`src/rtl/irrigacao_zonas_if.sv`:
```
// Field-side bundle of the multi-zone irrigation controller: tank sensors,
// per-zone soil/climate inputs, error clear, and valve/status outputs.
interface irrigacao_zonas_if #(
    parameter int unsigned N_ZONAS = 4
);
    localparam int unsigned ZW = $clog2(N_ZONAS);

    logic               alta;
    logic               media;
    logic               baixa;
    logic [N_ZONAS-1:0] solo;
    logic [N_ZONAS-1:0] umidade;
    logic [N_ZONAS-1:0] temperatura;
    logic               clr_erro;

    logic               erro;
    logic               alarme;
    logic               ve;
    logic               caixa;
    logic [N_ZONAS-1:0] gotejamento;
    logic [N_ZONAS-1:0] aspersao;
    logic [ZW-1:0]      zona_ativa;
    logic               ocupado;

    modport master (
        output alta, media, baixa, solo, umidade, temperatura, clr_erro,
        input  erro, alarme, ve, caixa, gotejamento, aspersao, zona_ativa, ocupado
    );

    modport slave (
        input  alta, media, baixa, solo, umidade, temperatura, clr_erro,
        output erro, alarme, ve, caixa, gotejamento, aspersao, zona_ativa, ocupado
    );
endinterface

```
`src/rtl/irrigacao_zonas.sv`:
```
// Tank level filtering, sensor-consistency error latch, fill valve hysteresis and a
// round-robin scheduler serving one irrigation zone at a time with min/max on-times.
module irrigacao_zonas #(
    parameter int unsigned N_ZONAS = 4,
    parameter int unsigned DEB     = 3,
    parameter int unsigned T_MIN   = 8,
    parameter int unsigned T_MAX   = 64
) (
    input  logic              clk,
    input  logic              rst_n,
    irrigacao_zonas_if.slave  bus
);
    localparam int unsigned ZW  = $clog2(N_ZONAS);
    localparam int unsigned CW  = $clog2(T_MAX);
    localparam int unsigned DCW = $clog2(DEB + 1);

    localparam logic [1:0] IDLE   = 2'd0;
    localparam logic [1:0] IRRIGA = 2'd1;
    localparam logic [1:0] PAUSA  = 2'd2;

    // Tank sensors, bit order {alta, media, baixa}
    logic [2:0]          raw;
    logic [2:0]          prev;
    logic [2:0]          filt;
    logic [2:0]          filt_n;
    logic [2:0][DCW-1:0] dcnt;
    logic [2:0][DCW-1:0] dcnt_n;
    logic [2:0][DCW-1:0] drun;

    logic a_f, m_f, b_f, inv;
    logic erro, ve;
    logic caixa_c, alarme_c;

    logic [1:0]         state, state_n;
    logic [CW-1:0]      cnt, cnt_n;
    logic [ZW-1:0]      ptr, ptr_n;
    logic [ZW-1:0]      zona, zona_n;
    logic [N_ZONAS-1:0] got, got_n;
    logic [N_ZONAS-1:0] asp, asp_n;
    logic               ocupado, ocupado_n;

    logic               found;
    logic [ZW-1:0]      pick;
    logic [ZW-1:0]      idx;
    logic [N_ZONAS-1:0] oh;
    logic               fim;

    assign raw = {bus.alta, bus.media, bus.baixa};

    // Debounce: run length counts consecutive edges a differing raw value has been held
    always_comb begin
        filt_n = filt;
        dcnt_n = '0;
        drun   = '0;
        for (int i = 0; i < 3; i++) begin
            if (raw[i] != filt[i]) begin
                drun[i] = (raw[i] == prev[i]) ? dcnt[i] + DCW'(1) : DCW'(1);
                if (32'(drun[i]) >= DEB) begin
                    filt_n[i] = raw[i];
                end else begin
                    dcnt_n[i] = drun[i];
                end
            end
        end
    end

    always_ff @(posedge clk or negedge rst_n) begin
        if (!rst_n) begin
            prev <= '0;
            filt <= '0;
            dcnt <= '0;
        end else begin
            prev <= raw;
            filt <= filt_n;
            dcnt <= dcnt_n;
        end
    end

    assign a_f      = filt[2];
    assign m_f      = filt[1];
    assign b_f      = filt[0];
    assign inv      = ~((~a_f | m_f) & (~m_f | b_f));
    assign caixa_c  = b_f & ~inv & ~erro;
    assign alarme_c = ~b_f & ~inv & ~erro;

    // Error latch (set wins over clear) and fill valve hysteresis between media and alta
    always_ff @(posedge clk or negedge rst_n) begin
        if (!rst_n) begin
            erro <= 1'b0;
            ve   <= 1'b0;
        end else begin
            if (inv) begin
                erro <= 1'b1;
            end else if (bus.clr_erro) begin
                erro <= 1'b0;
            end
            if (a_f | inv | erro) begin
                ve <= 1'b0;
            end else if (!m_f) begin
                ve <= 1'b1;
            end
        end
    end

    // Round-robin arbiter: first requesting zone at or after ptr, wrapping
    always_comb begin
        found = 1'b0;
        pick  = ptr;
        idx   = '0;
        for (int k = int'(N_ZONAS) - 1; k >= 0; k--) begin
            idx = ZW'((32'(ptr) + 32'(k)) % N_ZONAS);
            if (bus.solo[idx]) begin
                found = 1'b1;
                pick  = idx;
            end
        end
    end

    assign oh  = N_ZONAS'(1) << pick;
    assign fim = ~caixa_c
               | ((cnt >= CW'(T_MIN - 1)) & ~bus.solo[zona])
               | (cnt == CW'(T_MAX - 1));

    always_ff @(posedge clk or negedge rst_n) begin
        if (!rst_n) begin
            state   <= IDLE;
            cnt     <= '0;
            ptr     <= '0;
            zona    <= '0;
            got     <= '0;
            asp     <= '0;
            ocupado <= 1'b0;
        end else begin
            state   <= state_n;
            cnt     <= cnt_n;
            ptr     <= ptr_n;
            zona    <= zona_n;
            got     <= got_n;
            asp     <= asp_n;
            ocupado <= ocupado_n;
        end
    end

    // Next state and registered valve/status values
    always_comb begin
        state_n   = state;
        cnt_n     = cnt;
        ptr_n     = ptr;
        zona_n    = zona;
        got_n     = got;
        asp_n     = asp;
        ocupado_n = ocupado;
        case (state)
            IDLE: begin
                if (caixa_c && found) begin
                    state_n   = IRRIGA;
                    zona_n    = pick;
                    cnt_n     = '0;
                    ocupado_n = 1'b1;
                    if (bus.temperatura[pick] && !bus.umidade[pick]) begin
                        asp_n = oh;
                        got_n = '0;
                    end else begin
                        asp_n = '0;
                        got_n = oh;
                    end
                end
            end
            IRRIGA: begin
                if (cnt != CW'(T_MAX - 1)) begin
                    cnt_n = cnt + CW'(1);
                end
                if (fim) begin
                    state_n   = PAUSA;
                    got_n     = '0;
                    asp_n     = '0;
                    ocupado_n = 1'b0;
                end
            end
            PAUSA: begin
                ptr_n   = (zona == ZW'(N_ZONAS - 1)) ? '0 : zona + ZW'(1);
                state_n = IDLE;
            end
            default: begin
                state_n = IDLE;
            end
        endcase
    end

    assign bus.erro        = erro;
    assign bus.alarme      = alarme_c;
    assign bus.ve          = ve;
    assign bus.caixa       = caixa_c;
    assign bus.gotejamento = got;
    assign bus.aspersao    = asp;
    assign bus.zona_ativa  = zona;
    assign bus.ocupado     = ocupado;
endmodule

```
`src/flat_wrapper.sv`:
```
// flat-port wrapper written by rule: the top's interface ports become plain ports
module irrigacao_zonas_flat 
#(
    parameter int unsigned N_ZONAS = 4,
    parameter int unsigned DEB     = 3,
    parameter int unsigned T_MIN   = 8,
    parameter int unsigned T_MAX   = 64
)
  (clk, rst_n, bus_alta, bus_media, bus_baixa, bus_solo, bus_umidade, bus_temperatura, bus_clr_erro, bus_erro, bus_alarme, bus_ve, bus_caixa, bus_gotejamento, bus_aspersao, bus_zona_ativa, bus_ocupado);
  irrigacao_zonas_if #(.N_ZONAS(N_ZONAS)) bus_i ();
  input  logic clk;
  input  logic rst_n;
  input wire logic [$bits(bus_i.alta)-1:0] bus_alta;
  input wire logic [$bits(bus_i.media)-1:0] bus_media;
  input wire logic [$bits(bus_i.baixa)-1:0] bus_baixa;
  input wire logic [$bits(bus_i.solo)-1:0] bus_solo;
  input wire logic [$bits(bus_i.umidade)-1:0] bus_umidade;
  input wire logic [$bits(bus_i.temperatura)-1:0] bus_temperatura;
  input wire logic [$bits(bus_i.clr_erro)-1:0] bus_clr_erro;
  output wire logic [$bits(bus_i.erro)-1:0] bus_erro;
  output wire logic [$bits(bus_i.alarme)-1:0] bus_alarme;
  output wire logic [$bits(bus_i.ve)-1:0] bus_ve;
  output wire logic [$bits(bus_i.caixa)-1:0] bus_caixa;
  output wire logic [$bits(bus_i.gotejamento)-1:0] bus_gotejamento;
  output wire logic [$bits(bus_i.aspersao)-1:0] bus_aspersao;
  output wire logic [$bits(bus_i.zona_ativa)-1:0] bus_zona_ativa;
  output wire logic [$bits(bus_i.ocupado)-1:0] bus_ocupado;
  assign bus_i.alta = bus_alta;
  assign bus_i.media = bus_media;
  assign bus_i.baixa = bus_baixa;
  assign bus_i.solo = bus_solo;
  assign bus_i.umidade = bus_umidade;
  assign bus_i.temperatura = bus_temperatura;
  assign bus_i.clr_erro = bus_clr_erro;
  assign bus_erro = bus_i.erro;
  assign bus_alarme = bus_i.alarme;
  assign bus_ve = bus_i.ve;
  assign bus_caixa = bus_i.caixa;
  assign bus_gotejamento = bus_i.gotejamento;
  assign bus_aspersao = bus_i.aspersao;
  assign bus_zona_ativa = bus_i.zona_ativa;
  assign bus_ocupado = bus_i.ocupado;
  irrigacao_zonas #(.N_ZONAS(N_ZONAS), .DEB(DEB), .T_MIN(T_MIN), .T_MAX(T_MAX)) u_core (.clk(clk), .rst_n(rst_n), .bus(bus_i));
endmodule
```
`config.mk`:
```
export PLATFORM = sky130hd
export DESIGN_NAME = irrigacao_zonas_flat
export DESIGN_NICKNAME = d
export VERILOG_FILES = /design/src/rtl/irrigacao_zonas_if.sv /design/src/rtl/irrigacao_zonas.sv /design/src/flat_wrapper.sv
export SDC_FILE = /design/constraint.sdc
export NUM_CORES = 1
export LEC_CHECK = 0
export BUFFER_PORTS_ARGS = -buffer_cell sky130_fd_sc_hd__buf_4
export CAP_MARGIN = 20
export CORE_UTILIZATION = 28
export CTS_BUF_LIST = sky130_fd_sc_hd__clkbuf_8
export CTS_CLUSTER_DIAMETER = 30
export DETAILED_ROUTE_END_ITERATION = 8
export SYNTH_ARGS = -nofsm -noshare
export SYNTH_HDL_FRONTEND = slang
export SYNTH_SLANG_ARGS = --single-unit
```
`constraint.sdc`:
```
create_clock -name clk -period 1.7 [get_ports clk]
set_clock_uncertainty 0.05 [all_clocks]
set_input_delay 0.085 -clock clk [delete_from_list [all_inputs] [get_ports clk]]
set_output_delay 0.085 -clock clk [all_outputs]
set_load 0.05 [all_outputs]
```
==> flow_metrics.tcl <==
set metrics [dict create \
    r2r_end "u_core.bus.gotejamento[0]$_DFFE_PN0P_" \
    grt_pass1_vias 1515 \
    h-tree-depth 2 \
    max_cap_viol_count 0 \
    hold_start "bus_umidade[2]" \
    hold_class "primary input to register" \
    drive_above_1_share 0.363 \
    period_needed_ps 1740 \
    p_leak_uw 0.00108 \
    gp_congestion 0.739 \
    hold_viol_final 0 \
    track_usage 0.136 \
    synth_async_sr_flop_share 1.00 \
    drc_errors 0 \
    antenna_found_initial 0 \
    clk_pin_slew_ps 70 \
    grt-ovfl-total 0 \
    ios 33 \
    synth_area_mm2 0.00180 \
    worst_pin_slew_ps 447 \
    postPlaceCellArea_mm2 0.00231 \
    cts_tree "built" \
    dr.pass1.iters 4 \
    cp_slowest_cell "mux4_2" \
    rr_startpoint "u_core.bus.zona_ativa[1]$_DFFE_PN0P_" \
    ant_nets 0 \
    hpwlAfterDp_um 2870 \
    critical_path_class "register to register" \
    clockBufferDepth 2 \
    ys_ff_latch 35 \
    path_cells "mux4_2 > o21bai_4 > a311oi_4 > buf_6 > o22ai_1" \
    clock_sinks 35 \
    die-area_mm2 0.00675 \
    timing.fmax_mhz 576 \
    avgRoutedWirePerCell_um 12.8 \
    p_per_area_mw_per_mm2 1220 \
    worst-r2r-cell-count 5 \
    die_w_um 82.2 \
    ir_worst_vdd_mv 0.526 \
    portBuffers 32 \
    core-area_mm2 0.00606 \
    utilization 0.410 \
    rows 28 \
    critPathLaunchType "register" \
    final.setup.tns_ps -230 \
    synth-edff-count 0 \
    start_util 0.297 \
    slowest_delay_ps 510 \
    total_power_uw 3020 \
    syn_area_per_cell_um2 10.3 \
    numCtsBuffers 5 \
    ys_types 46 \
    relSlewSlack 0.702 \
    grt_pass1_wl_um 6870 \
    clock-root-buffer "clkbuf_8" \
    grt_max_degree 36 \
    ys.warnings.count 0 \
    area_growth_pct 38.0 \
    violations "negative setup slack" \
    clk_latency_ps 290 \
    syn_inst 174 \
    setup_slack_ps -36.9 \
    ys_seq_area_frac 0.487 \
    drt_wl_total_um 4000 \
    r2r_setup_slack_ps -40 \
    ys.flop_type "dfrtp_1" \
    postCtsSetupBuffers 0 \
    rsz0062_at_grt "true" \
    crit_path_start "u_core.bus.zona_ativa[1]$_DFFE_PN0P_" \
    finalSetupViolations 8 \
    status "complete, but fails checks" \
    critPathMaxFanout 8 \
    fin_crit_sh 1.02 \
    drtIter0Drc 83 \
    finalNetCount 256 \
    endpoint_kind "register" \
    drt-vias-per-instance 4.88 \
    syn_nets 194 \
    cp.arrival_ps 1860 \
    pre_cts_slack_ps -115 \
    vias 1523 \
    hold_path_end "u_core.bus.aspersao[2]$_DFFE_PN0P_" \
    worstPathRequired_ps 1820 \
    dieHeight_um 82.2 \
    slew_viol_final 0 \
    design_area_mm2 0.00248 \
    num_antenna_cells 0 \
    min_path_cells 4 \
]
## stage by stage
stage | hold slack, ps | cells
final | 30.7 | 312
after global routing | 37.9 | 312
after CTS | 26.3 | 312
after detailed placement | 21.1 | 300
after global placement | 22.6 | 300
after floorplan | -261 | 174
## cell type report
class                           count  area [um2]
Fill cell                         606        3580
Multi-Input combinational cell    123         931
Clock buffer                        5        68.8
Timing Repair Buffer               57         442
Sequential cell                    35         878
Clock inverter                      3        16.3
Tap cell                           75        93.8
Inverter                           14        52.6
## cells in the mapped netlist (2+ instances only)
master | number | area (um2)
nor3_1 | 4 | 20.0
ha_1 | 2 | 25.0
or3_1 | 2 | 12.5
xnor2_1 | 3 | 26.3
nand3_1 | 3 | 15.0
nand2b_1 | 7 | 43.8
o22ai_1 | 3 | 18.8
nand3b_1 | 3 | 22.5
nand2_1 | 8 | 30.0
nor2_1 | 17 | 63.8
mux2_2 | 3 | 33.8
and3_1 | 2 | 12.5
a311oi_1 | 2 | 17.5
inv_1 | 14 | 52.6
nor2b_1 | 7 | 43.8
nor4_1 | 2 | 12.5
o31ai_1 | 4 | 30.0
dfrtp_1 | 35 | 876
a21oi_1 | 10 | 50.1
a31oi_1 | 4 | 25.0
or4_1 | 2 | 15.0
o32ai_1 | 6 | 52.6
o21ai_0 | 7 | 35.0
o21a_1 | 2 | 15.0
## where the power goes
part	switching (uW)	internal, uW
clock network	308	280
registers	145	1020
logic	707	560
## worst max-delay path, delay by kind of cell (launching register included)
family / cells / cell delay [ps]
AOI/OAI and AO/OA: 3 / 520
DFF: 1 / 370
muxes: 1 / 510
buffers and inverters: 1 / 180
## cell families after synthesis
family	share of synthesized area
compound gates	0.204
buf+inv	0.0355
fa+ha+maj	0.0139
mux	0.0334
xor+xnor	0.0146
flops	0.487
simple gates	0.211
## cell usage in the layout, fill, tap and decap left out, types with 2 or more instances in the layout
master / instances
buf_4: 52
dfrtp_1: 33
nor2_1: 16
inv_1: 15
a21oi_1: 10
nand2_1: 8
o21ai_0: 7
nand2b_1: 7
nor2b_1: 7
clkbuf_8: 5
o31ai_1: 4
o32ai_1: 4
dlygate4sd3_1: 4
o22ai_1: 3
nor3_1: 3
xnor2_1: 3
nand3b_1: 3
nand3_1: 2
or3_1: 2
or4_1: 2
o21a_1: 2
o32ai_2: 2
a31oi_1: 2
mux2_2: 2
ha_1: 2
dfrtp_2: 2
## layer usage
layer	vias up	GRT usage	wire (um)
met1	731	0.173	1950
met3	2	0.0429	154
li1	763	-	-
met5	-	0	0
met2	27	0.219	1870
met4	0	0.0439	25
## flip-flops by register name, summed over array words and instances (netlist names)
register	cells
u_core.cnt	6
u_core.dcnt	6
u_core.bus.aspersao	4
u_core.bus.gotejamento	4
u_core.filt	3
u_core.prev	3
u_core.bus.zona_ativa	2
u_core.ptr	2
u_core.state	2
u_core.bus.erro	1
u_core.bus.ocupado	1
u_core.bus.ve	1
## worst max-delay path by stage
| stage | to | depth (start not counted) |
|---|---|---|
| after CTS | u_core.bus.gotejamento[2]$_DFFE_PN0P_ | 5 |
| after detailed placement | u_core.bus.gotejamento[2]$_DFFE_PN0P_ | 5 |
| after floorplan | u_core.bus.aspersao[0]$_DFFE_PN0P_ | 4 |
| final | u_core.bus.gotejamento[0]$_DFFE_PN0P_ | 5 |
| after global routing | u_core.bus.aspersao[1]$_DFFE_PN0P_ | 5 |
| after global placement | u_core.bus.gotejamento[2]$_DFFE_PN0P_ | 5 |
## repair_timing
action                                  4_1_cts  5_1_grt
pin swaps                                     3        2
resized for setup                             4        4
endpoints found under the setup margin        9       13
hold buffers                                  4        0
endpoints found under the hold margin        40        0
No activity file was read; power rests on OpenSTA's default activity.
